### config.mk
export PLATFORM = sky130hd
export DESIGN_NAME = ascon_perm_iter
export DESIGN_NICKNAME = d
export VERILOG_FILES = /design/src/rtl/ascon_perm_iter.sv
export SDC_FILE = /design/constraint.sdc
export NUM_CORES = 2
export LEC_CHECK = 0
export BUFFER_PORTS_ARGS = -buffer_cell sky130_fd_sc_hd__buf_4
export CAP_MARGIN = 25
export CORE_AREA = 2 2 251 253
export CTS_BUF_LIST = sky130_fd_sc_hd__clkbuf_4 sky130_fd_sc_hd__clkbuf_8
export DETAILED_ROUTE_END_ITERATION = 8
export DIE_AREA = 0 0 253 255
export GPL_TIMING_DRIVEN = 0
export PLACE_DENSITY_LB_ADDON = 0.12
export SYNTH_ARGS = -nofsm -noshare
export SYNTH_HDL_FRONTEND = slang
export SYNTH_HIERARCHICAL = 1
export SYNTH_SLANG_ARGS = --single-unit
export TNS_END_PERCENT = 30
### constraint.sdc
create_clock -name clock -period 17.06 [get_ports clock]
set_clock_uncertainty 0.15 [all_clocks]
set_input_delay 1.706 -clock clock [delete_from_list [all_inputs] [get_ports clock]]
set_output_delay 1.706 -clock clock [all_outputs]
set_load 0.03 [all_outputs]
### src/rtl/ascon_perm_iter.sv
// Iterative Ascon permutation engine: accepts a 320-bit state over valid/ready and applies pa/pb rounds.
// Define ASCON_PERM_UNROLL2_EN to compute two rounds per cycle; results are bit-identical either way.

module asconp (
    input  logic [319:0] i_state,
    input  logic [3:0]   i_rcon,
    output logic [319:0] o_state
);
    logic [63:0] w_a0, w_a1, w_a2, w_a3, w_a4;
    logic [63:0] w_t0, w_t1, w_t2, w_t3, w_t4;
    logic [3:0]  w_idx;
    logic [7:0]  w_c;

    function automatic logic [63:0] ror64(input logic [63:0] x, input int unsigned n);
        return (x >> n) | (x << (64 - n));
    endfunction

    // rcon counts down: value k maps to round index 12-k, constant {~idx, idx}
    always_comb begin
        w_idx = 4'd12 - i_rcon;
        w_c   = {~w_idx, w_idx};
        w_a0  = i_state[319:256];
        w_a1  = i_state[255:192];
        w_a2  = i_state[191:128] ^ {56'd0, w_c};
        w_a3  = i_state[127:64];
        w_a4  = i_state[63:0];
        w_a0  = w_a0 ^ w_a4;
        w_a4  = w_a4 ^ w_a3;
        w_a2  = w_a2 ^ w_a1;
        w_t0  = ~w_a0 & w_a1;
        w_t1  = ~w_a1 & w_a2;
        w_t2  = ~w_a2 & w_a3;
        w_t3  = ~w_a3 & w_a4;
        w_t4  = ~w_a4 & w_a0;
        w_a0  = w_a0 ^ w_t1;
        w_a1  = w_a1 ^ w_t2;
        w_a2  = w_a2 ^ w_t3;
        w_a3  = w_a3 ^ w_t4;
        w_a4  = w_a4 ^ w_t0;
        w_a1  = w_a1 ^ w_a0;
        w_a0  = w_a0 ^ w_a4;
        w_a3  = w_a3 ^ w_a2;
        w_a2  = ~w_a2;
        o_state = {w_a0 ^ ror64(w_a0, 19) ^ ror64(w_a0, 28),
                   w_a1 ^ ror64(w_a1, 61) ^ ror64(w_a1, 39),
                   w_a2 ^ ror64(w_a2, 1)  ^ ror64(w_a2, 6),
                   w_a3 ^ ror64(w_a3, 10) ^ ror64(w_a3, 17),
                   w_a4 ^ ror64(w_a4, 7)  ^ ror64(w_a4, 41)};
    end
endmodule

module ascon_perm_iter #(
    parameter int unsigned MAX_ROUNDS = 12,
    parameter int unsigned STATE_W    = 320
) (
    input  logic               clock,
    input  logic               reset,
    input  logic               in_valid,
    output logic               in_ready,
    input  logic [3:0]         rounds,
    input  logic [STATE_W-1:0] state_in,
    output logic               out_valid,
    input  logic               out_ready,
    output logic [STATE_W-1:0] state_out,
    output logic               busy
);
    typedef enum logic [1:0] {IDLE, RUN, DONE} fsm_t;

    localparam logic [3:0] L_MAX = 4'(MAX_ROUNDS);

    fsm_t               r_fsm;
    logic [3:0]         r_cnt;
    logic [STATE_W-1:0] r_state;
    logic               r_in_ready;
    logic               r_out_valid;
    logic               r_busy;

    logic [3:0]         w_rounds_sat;
    logic [3:0]         w_cnt_nxt;
    logic [STATE_W-1:0] w_r0;
    logic [STATE_W-1:0] w_next;

    assign w_rounds_sat = (rounds > L_MAX) ? L_MAX : rounds;

    asconp u_round0 (
        .i_state (r_state),
        .i_rcon  (r_cnt),
        .o_state (w_r0)
    );

`ifdef ASCON_PERM_UNROLL2_EN
    logic [3:0]         w_cnt_m1;
    logic [STATE_W-1:0] w_r1;

    assign w_cnt_m1 = r_cnt - 4'd1;

    asconp u_round1 (
        .i_state (w_r0),
        .i_rcon  (w_cnt_m1),
        .o_state (w_r1)
    );

    // A lone final round skips the second stage so odd counts stay exact
    assign w_next    = (r_cnt == 4'd1) ? w_r0 : w_r1;
    assign w_cnt_nxt = (r_cnt == 4'd1) ? 4'd0 : r_cnt - 4'd2;
`else
    assign w_next    = w_r0;
    assign w_cnt_nxt = r_cnt - 4'd1;
`endif

    always_ff @(posedge clock or posedge reset) begin
        if (reset) begin
            r_fsm       <= IDLE;
            r_cnt       <= '0;
            r_state     <= '0;
            r_in_ready  <= 1'b1;
            r_out_valid <= 1'b0;
            r_busy      <= 1'b0;
        end else begin
            case (r_fsm)
                IDLE: begin
                    if (in_valid) begin
                        r_state    <= state_in;
                        r_cnt      <= w_rounds_sat;
                        r_in_ready <= 1'b0;
                        if (w_rounds_sat != 4'd0) begin
                            r_fsm  <= RUN;
                            r_busy <= 1'b1;
                        end else begin
                            r_fsm       <= DONE;
                            r_out_valid <= 1'b1;
                        end
                    end
                end
                RUN: begin
                    r_state <= w_next;
                    r_cnt   <= w_cnt_nxt;
                    if (w_cnt_nxt == 4'd0) begin
                        r_fsm       <= DONE;
                        r_busy      <= 1'b0;
                        r_out_valid <= 1'b1;
                    end
                end
                DONE: begin
                    if (out_ready) begin
                        r_fsm       <= IDLE;
                        r_out_valid <= 1'b0;
                        r_in_ready  <= 1'b1;
                    end
                end
                default: begin
                    r_fsm       <= IDLE;
                    r_in_ready  <= 1'b1;
                    r_out_valid <= 1'b0;
                    r_busy      <= 1'b0;
                end
            endcase
        end
    end

    assign in_ready  = r_in_ready;
    assign out_valid = r_out_valid;
    assign busy      = r_busy;
    assign state_out = r_state;
endmodule

==> results.tsv <==
metric	value	unit
drc	0	
core_region_area	62160	µm²
crit_family	XOR/XNOR gates	
drv_cap	0	
critical_path_class	flip-flop to flip-flop	
hpwl	127900	µm
synthToLayoutAreaGrowth	24.60	%
clk_pin_slew	60	ps
worst-path-buf-inv	1	
vias	28340	
grt_pass1_vias	26460	
finalCritPeriodShare	24.21	%
syn-num-nets	3774	
endpoint_kind	flip-flop	
cpMostUsedCell	xnor2_1	
io_pins	651	
holdBufCountCts	0	
place_congestion	1.064	
cpPeakStageDelay	960	ps
status	complete, no violations	
yosysTopAreaCell	dfrtp_1	
cts_resized	0	
cts_made_buffers	69	
netlist.area_leader.share	26.62	%
initial_core_util	49.60	%
row_count	92	
die-area	64520	µm²
rsz0062_at_grt	no	
tightest_slew	1307	ps
final_util	61.79	%
die_h	255	µm
yosysWarnings	6	
tns	0	ps
clock-sinks	329	
crit_path_top_delay_cell	xnor2_1	
grt_pass1_wl	205900	µm
grt_overflow	0	
crit_required	17520	ps
synth_seq_cells	329	
synth_cells	3315	
cts-root-buf	clkbuf_8	
synth_cell_types	44	
fin_crit	4130	ps
first_pass_iters	6	
slew_headroom	12.56	%
hold_ws	347.2	ps
die_w	253	µm
setup_viol	0	
clk_latency	690	ps
cts_tree	yes	
cp-start-kind	flip-flop	
cts_setup_buffers	0	
grt_max_degree	118	
arrival	4590	ps
synth_area_leaders	dfrtp_1 27%, xnor2_1 24%, mux2i_1 10%, nand2_1 6.7%, xnor2_2 6.7%	
wl_per_cell	31.37	µm
drtAntennaViolNets	0	
synth_common_cells	839 x xnor2_1, 553 x nand2_1, 337 x o21ai_1, 328 x dfrtp_1, 321 x mux2i_1	
ys.flop_type	dfrtp_1	
slew_violations	0	
fill_cells	5629	
cp_cell_sequence	inv_1 -> ha_1 -> xnor2_1 -> xnor2_1 -> ha_1 -> xnor2_2 -> xnor2_1 -> xnor2_1 -> xnor2_1 -> mux2i_1 -> o21ai_1	
cts_max_level	3	
drive_above_1_share	24.83	%
grt_usage	46.46	%
hold_viol	0	
syn_area_per_cell	9.300	µm²
viasPerCell	5.774	
seq_area_frac_synth	26.71	%
final_nets	4512	
drt_iter0_markers	3323	
clk_path_buf_depth	3	
routed_wl	154000	µm
async_reset_ff_share	100.0	%
critPathMaxFanout	8	
antenna_found_initial	4	
yosysMostFrequentCell	xnor2_1	
synth_edf_count	0	
fmaxAchievable	242.1	MHz
netlist_area	30830	µm²
place.port_buffers	650	
holdCritPathClass	flip-flop to flip-flop	
[worst paths after layout]
kind                       slack (ps)             end  depth (start not counted)  startpoint
max in group asynchronous       14520  state_out[276]                          3       reset
setup reg to reg                12930  state_out[120]                         11    r_cnt[0]
hold / removal                    350       out_valid                          1   out_valid
min in group asynchronous        1030  state_out[117]                          2       reset
setup / recovery                12930  state_out[120]                         11    r_cnt[0]
hold reg to reg                   350       out_valid                          1   out_valid
[cells by family after synthesis]
kind of cell | after synthesis | share of synthesized area (%)
buffers and inverters | 247 | 5.016
adder cells (fa/ha/maj) | 131 | 5.317
flip-flops | 329 | 26.71
AO/OA/AOI/OAI | 469 | 7.797
AND/OR/NAND/NOR | 647 | 7.959
XOR/XNOR | 1168 | 36.60
multiplexers | 324 | 10.61
[state kept, by name, indices dropped and copies added (netlist names)]
register / flops
out_valid: 1
in_ready: 1
busy: 1
r_fsm: 2
r_cnt: 4
state_out: 320
[cell usage in the layout (no fill, tap or decap), types with 2 or more instances in the layout]
master / n
nand2_1: 553
o21ai_2: 3
clkbuf_8: 85
nor2_1: 85
clkbuf_1: 24
o22a_1: 2
inv_1: 135
inv_6: 3
buf_12: 32
mux2i_1: 321
nand3_1: 2
bufinv_16: 3
o21ai_0: 105
buf_4: 667
buf_6: 5
o21ai_1: 337
xnor2_2: 127
xnor2_1: 839
buf_16: 2
clkbuf_4: 24
nor4_1: 2
nand2b_1: 2
a31oi_1: 2
xor2_2: 6
buf_2: 43
a21oi_1: 9
buf_1: 3
clkinv_2: 6
mux2i_4: 2
xor2_1: 193
a221oi_1: 2
dfrtp_1: 328
diode_2: 5
ha_1: 131
xnor2_4: 2
[worst register-to-register path, delay by kind of cell, from the launching register on]
| kind | cells | cell delay, ps |
|---|---|---|
| flops | 1 | 580 |
| mux | 1 | 110 |
| buf+inv | 1 | 90 |
| xor+xnor | 6 | 2440 |
| fa+ha+maj | 2 | 560 |
| compound gates | 1 | 140 |
[layer usage]
metal	global-route usage (%)	part of all wire, %	vias up
met2	70.82	44	1805
met5	0	0.015	-
met1	60.41	39	13890
li1	-	-	12270
met3	9.610	10	376
met4	29.01	6.9	4
[through the flow]
stage	setup slack, ps	instances	instance area [µm²]
after floorplan	6094	3315	30830
after global placement	1455	4764	36710
after detailed placement	12660	4779	36880
after CTS	13160	4901	38380
after global routing	12980	4904	38400
final	12930	4908	38410
[layout make-up]
| cell class | count | area, µm² | share of cell area (%) |
|---|---|---|---|
| multi-input combinational | 2739 | 21050 | 54.80 |
| sequential | 329 | 8234 | 21.44 |
| timing repair buffer | 667 | 5059 | 13.17 |
| clock buffer | 109 | 1350 | 3.515 |
| buffer | 110 | 1032 | 2.687 |
| tap | 799 | 999.7 | 2.603 |
| inverter | 137 | 521.8 | 1.358 |
| clock inverter | 13 | 153.9 | 0.4007 |
| antenna | 5 | 12.51 | 0.03257 |
Power is not shown: default switching activity piles up to over one toggle a cycle in this logic, so the estimate is an artifact.
